===== src/rtl/alu_port_arbiter.sv =====
// Round-robin owner of the shared 16-bit ALU between the microcode sequencer (port 0)
// and the EA/prefetch unit (port 1); registered result tagged with the issuing port.
module alu_port_arbiter #(
  parameter int unsigned          OP_WIDTH = 6,
  parameter logic [OP_WIDTH-1:0]  IDLE_OP  = '0,
  parameter int unsigned          MAX_LOCK = 8
) (
  input  logic                clk,
  input  logic                reset_n,
  input  logic                req0,
  input  logic                req1,
  input  logic                lock0,
  input  logic                lock1,
  input  logic [15:0]         a0,
  input  logic [15:0]         b0,
  input  logic [15:0]         a1,
  input  logic [15:0]         b1,
  input  logic [OP_WIDTH-1:0] op0,
  input  logic [OP_WIDTH-1:0] op1,
  output logic                gnt0,
  output logic                gnt1,
  output logic [15:0]         alu_a,
  output logic [15:0]         alu_b,
  output logic [OP_WIDTH-1:0] alu_op,
  input  logic [15:0]         alu_out,
  output logic [15:0]         result,
  output logic                result_valid,
  output logic                result_port
);

  typedef enum logic [1:0] {
    IDLE = 2'd0,
    OWN0 = 2'd1,
    OWN1 = 2'd2
  } state_t;

  localparam logic [7:0] MAX_CNT = 8'(MAX_LOCK);

  state_t      state_q, state_d;
  logic        last_owner_q, last_owner_d;
  logic [7:0]  lock_cnt_q, lock_cnt_d;
  logic [15:0] result_q, result_d;
  logic        result_valid_q, result_valid_d;
  logic        result_port_q, result_port_d;

  logic        accept0, accept1;
  logic        cur, req_cur, lock_cur, req_oth;
  logic [7:0]  lock_cnt_inc;

  function automatic state_t arbitrate(input logic r0, input logic r1, input logic last);
    state_t s;
    if (r0 && r1)  s = last ? OWN0 : OWN1;
    else if (r0)   s = OWN0;
    else if (r1)   s = OWN1;
    else           s = IDLE;
    return s;
  endfunction

  assign gnt0    = (state_q == OWN0);
  assign gnt1    = (state_q == OWN1);
  assign accept0 = gnt0 & req0;
  assign accept1 = gnt1 & req1;

  always_comb begin
    alu_a  = '0;
    alu_b  = '0;
    alu_op = IDLE_OP;
    if (gnt0) begin
      alu_a  = a0;
      alu_b  = b0;
      alu_op = op0;
    end else if (gnt1) begin
      alu_a  = a1;
      alu_b  = b1;
      alu_op = op1;
    end
  end

  always_comb begin
    state_d        = state_q;
    last_owner_d   = last_owner_q;
    lock_cnt_d     = lock_cnt_q;
    result_d       = result_q;
    result_valid_d = 1'b0;
    result_port_d  = result_port_q;

    cur          = (state_q == OWN1);
    req_cur      = cur ? req1  : req0;
    lock_cur     = cur ? lock1 : lock0;
    req_oth      = cur ? req0  : req1;
    // Count includes the op being accepted, so the forced release lands on the MAX_LOCK-th op.
    lock_cnt_inc = lock_cnt_q + 8'd1;

    if (accept0 || accept1) begin
      result_d       = alu_out;
      result_valid_d = 1'b1;
      result_port_d  = accept1;
      last_owner_d   = accept1;
    end

    case (state_q)
      IDLE: begin
        state_d    = arbitrate(req0, req1, last_owner_q);
        lock_cnt_d = '0;
      end
      OWN0, OWN1: begin
        if (req_cur && lock_cur) begin
          if (lock_cnt_inc < MAX_CNT) begin
            lock_cnt_d = lock_cnt_inc;
          end else if (req_oth) begin
            state_d    = cur ? OWN0 : OWN1;
            lock_cnt_d = '0;
          end else begin
            lock_cnt_d = '0;
          end
        end else begin
          state_d    = arbitrate(req0, req1, last_owner_d);
          lock_cnt_d = '0;
        end
      end
      default: begin
        state_d    = IDLE;
        lock_cnt_d = '0;
      end
    endcase
  end

  always_ff @(posedge clk or negedge reset_n) begin
    if (!reset_n) begin
      state_q        <= IDLE;
      last_owner_q   <= 1'b1;
      lock_cnt_q     <= '0;
      result_q       <= '0;
      result_valid_q <= 1'b0;
      result_port_q  <= 1'b0;
    end else begin
      state_q        <= state_d;
      last_owner_q   <= last_owner_d;
      lock_cnt_q     <= lock_cnt_d;
      result_q       <= result_d;
      result_valid_q <= result_valid_d;
      result_port_q  <= result_port_d;
    end
  end

  assign result       = result_q;
  assign result_valid = result_valid_q;
  assign result_port  = result_port_q;

endmodule


===== config.mk =====
export PLATFORM = sky130hd
export DESIGN_NAME = alu_port_arbiter
export DESIGN_NICKNAME = d
export VERILOG_FILES = /design/src/rtl/alu_port_arbiter.sv
export SDC_FILE = /design/constraint.sdc
export NUM_CORES = 1
export LEC_CHECK = 0
export CORE_UTILIZATION = 33
export DETAILED_ROUTE_END_ITERATION = 8
export PLACE_DENSITY = 0.86
export REMOVE_ABC_BUFFERS = 1
export SYNTH_ARGS = -nofsm -noshare
export SYNTH_HDL_FRONTEND = slang
export SYNTH_SLANG_ARGS = --single-unit

===== constraint.sdc =====
create_clock -name clk -period 3.61 [get_ports clk]
set_input_delay 0.722 -clock clk [delete_from_list [all_inputs] [get_ports clk]]
set_output_delay 0.722 -clock clk [all_outputs]
set_load 0.005 [all_outputs]

==> impl_metrics.json <==
{
  "status": "completed",
  "finalWirelength_um": 5960,
  "nFillCells": 367,
  "tritoncts": "built",
  "finClkSkew_ns": 0.00316,
  "port_buffers": 155,
  "p_leak_nw": 1.40,
  "synth_top_family_by_area": "compound AO/OA/AOI/OAI gates",
  "synth_seq_cells": 29,
  "ir_drop_mv": 0.514,
  "hold_path_depth": 1,
  "hold_end": "result[14]$_DFFE_PN0N_",
  "setup_violations": 0,
  "firstDrtPassIters": 4,
  "async_reset_ff_frac": 1.00,
  "use_met2": 0.388,
  "syn_avg_cell_area_um2": 11.2,
  "drc": 0,
  "grtUsageTotal": 0.211,
  "die_y_um": 73.9,
  "cts_resized": 0,
  "postCtsSetupBuffers": 0,
  "reg2reg_to": "state_q[1]$_DFFE_PN0P_",
  "clk_latency_ns": 0.27,
  "seqPwrFrac": 0.251,
  "drive_above_1_share": 0.0675,
  "chipWidth_um": 73.9,
  "switching_share": 0.314,
  "ys_seq_area_frac": 0.426,
  "ys.warnings.count": 0,
  "syn_to_final_growth_pct": 101,
  "p_int_mw": 1.43,
  "drv_cap": 0,
  "reg2regPathDepth": 6,
  "grt_pass1_vias": 1837,
  "finalSetupTns_ns": 0,
  "synthFlopType": "dfrtp_1",
  "avgRoutedWirePerCell_um": 15.8,
  "cp_cell_sequence": "inv_1 > ha_1 > nor2b_2 > buf_12 > a22o_1 > clkdlybuf4s50_1",
  "final_cell_mix": "155 x clkdlybuf4s50_1, 39 x a22o_1, 28 x dfrtp_1, 18 x mux2_1, 6 x nand2_1",
  "crit_family": "buffers and inverters",
  "cts_buffer_depth": 2,
  "grt.busiest_layer": "met2",
  "slowest_stage": "clkdlybuf4s50_1",
  "synth_edf_count": 0,
  "clk_pin_slew_ns": 0.06,
  "avgViaCountPerCell": 4.99,
  "synth_compound_area_frac": 0.276,
  "grt_first_pass_wirelength_um": 8640,
  "start_util": 0.352,
  "io_pins": 156,
  "row_count": 25,
  "htree_levels": 2,
  "combinationalPowerShare": 0.628,
  "max_freq_mhz": 311,
  "finalPower_mw": 2.08,
  "critPathRequiredTime_ns": 2.89,
  "routed-via-count": 1885,
  "hold_viol": 0,
  "antenna_found_initial": 0,
  "r2r_setup_slack_ns": 1.51,
  "layout.cells.most_common": "clkdlybuf4s50_1",
  "first_iter_violations": 43,
  "crit_fanout": 31,
  "crit_arrival_ns": 2.49,
  "clock-sinks": 29,
  "critPathBufInv": 3,
  "slowest_delay_ns": 0.52,
  "netlist_area_um2": 1710,
  "worstSetupPathType": "register to output pin",
  "grt_max_degree": 45,
  "dp_hpwl_um": 4780,
  "powerDensity_nw_per_um2": 608,
  "cp-end-kind": "output pin",
  "grtUsageMet1": 0.224,
  "fin_crit_ns": 3.22,
  "maxSlewViolCount": 0,
  "hold_path.class": "register to register",
  "final_area_um2": 3430,
  "nNetsFinal": 413,
  "synth_cell_types": 40,
  "synthAdderAreaFrac": 0.0366,
  "grt_use_met3": 0.0678,
  "clockRootBuffer": "clkbuf_8",
  "worst_setup_path_start_kind": "register",
  "synth-xor-area-share": 0.0154,
  "period_share": 0.891,
  "coreArea_um2": 4850,
  "grt_overflow_total": 0,
  "postPlaceCellArea_um2": 3340,
  "ant_nets": 0,
  "min_from": "result[14]$_DFFE_PN0N_",
  "pwr-share-clk": 0.121,
  "p_switching_mw": 0.655,
  "synth_mux_area_frac": 0.119,
  "reg2reg_from": "state_q[0]$_DFFE_PN0P_",
  "dieArea_um2": 5470,
  "antenna_cells": 0,
  "cts_made_buffers": 5,
  "synthesis.instances": 153,
  "holdBufCountCts": 0,
  "yosys.area_share.simple": 0.0769,
  "place_congestion": 0.769,
  "rsz0062_at_grt": "false"
}
[registers in the layout, summed over array words and instances (netlist names)]
| signal | flops |
|---|---|
| result_port | 1 |
| state_q | 2 |
| result | 16 |
| result_valid | 1 |
| lock_cnt_q | 8 |
| last_owner_q | 1 |
[metrics by stage]
stage | setup slack [ns] | cells | hold WS, ns | util
after floorplan | 0.233 | 144 | 0.426 | -
after CTS | 0.386 | 378 | 0.498 | 0.707
after global routing | 0.243 | 378 | 0.517 | 0.707
after global placement | 0.765 | 370 | 0.473 | 0.689
final | 0.394 | 378 | 0.494 | 0.707
after detailed placement | 0.692 | 370 | 0.481 | 0.689
[final cells by class]
class                      instances  area [µm²]  share of cell area
sequential                        29         727               0.212
timing repair buffer             159        1590               0.465
tap                               67        83.8              0.0245
multi-input combinational        110         916               0.267
inverter                           5        18.8             0.00548
clock inverter                     3        17.5             0.00511
clock buffer                       5        68.8              0.0201
[logic make-up (layout without fill, tap and decap cells)]
family,after synthesis,after routing
AOI/OAI and AO/OA,56,56
xor gates and xnor gates,3,3
adders and majority gates,5,5
buffers and inverters,18,172
DFF,29,29
muxes,18,18
other,1,5
and+or+nand+nor,23,23
[per-layer routing]
layer / vias to the layer above / wire (µm)
met4: 0 / 133
met1: 879 / 2210
met2: 102 / 3030
met3: 11 / 583
met5: - / 0
li1: 893 / -
[worst max path at each step]
stage / from / end / slack (ns) / cells after the start
2_1_floorplan: state_q[1]$_DFFE_PN0P_ / alu_a[0] / 0.23 / 4
3_3_place_gp: state_q[0]$_DFFE_PN0P_ / alu_b[9] / 0.77 / 6
3_5_place_dp: state_q[0]$_DFFE_PN0P_ / alu_b[14] / 0.69 / 6
4_1_cts: state_q[0]$_DFFE_PN0P_ / alu_a[15] / 0.39 / 6
5_1_grt: state_q[0]$_DFFE_PN0P_ / alu_b[9] / 0.24 / 6
6_report: state_q[0]$_DFFE_PN0P_ / alu_a[15] / 0.39 / 6
[power groups by stage]
stage               Combinational (mW)  Sequential [mW]  Clock, mW
global placement                  1.29            0.518          0
detailed placement                1.31            0.527          0
finish                            1.31            0.523      0.252
global route                      1.41            0.538      0.273
floorplan                        0.498            0.527          0
CTS                               1.32            0.523      0.260
[cell usage after synthesis (2+ instances only)]
cell type | instances | area share
nor2_1 | 3 | 0.0066
clkbuf_1 | 5 | 0.011
mux2_1 | 18 | 0.12
buf_2 | 6 | 0.018
o21ai_0 | 3 | 0.0088
nand2b_1 | 2 | 0.0073
o211ai_1 | 2 | 0.0088
inv_1 | 4 | 0.0088
a21oi_1 | 3 | 0.0088
ha_1 | 5 | 0.037
nand2_1 | 6 | 0.013
buf_4 | 2 | 0.0088
dfrtp_1 | 28 | 0.41
xnor2_1 | 2 | 0.010
a22o_1 | 39 | 0.20
No activity file was read; power rests on OpenSTA's default activity.
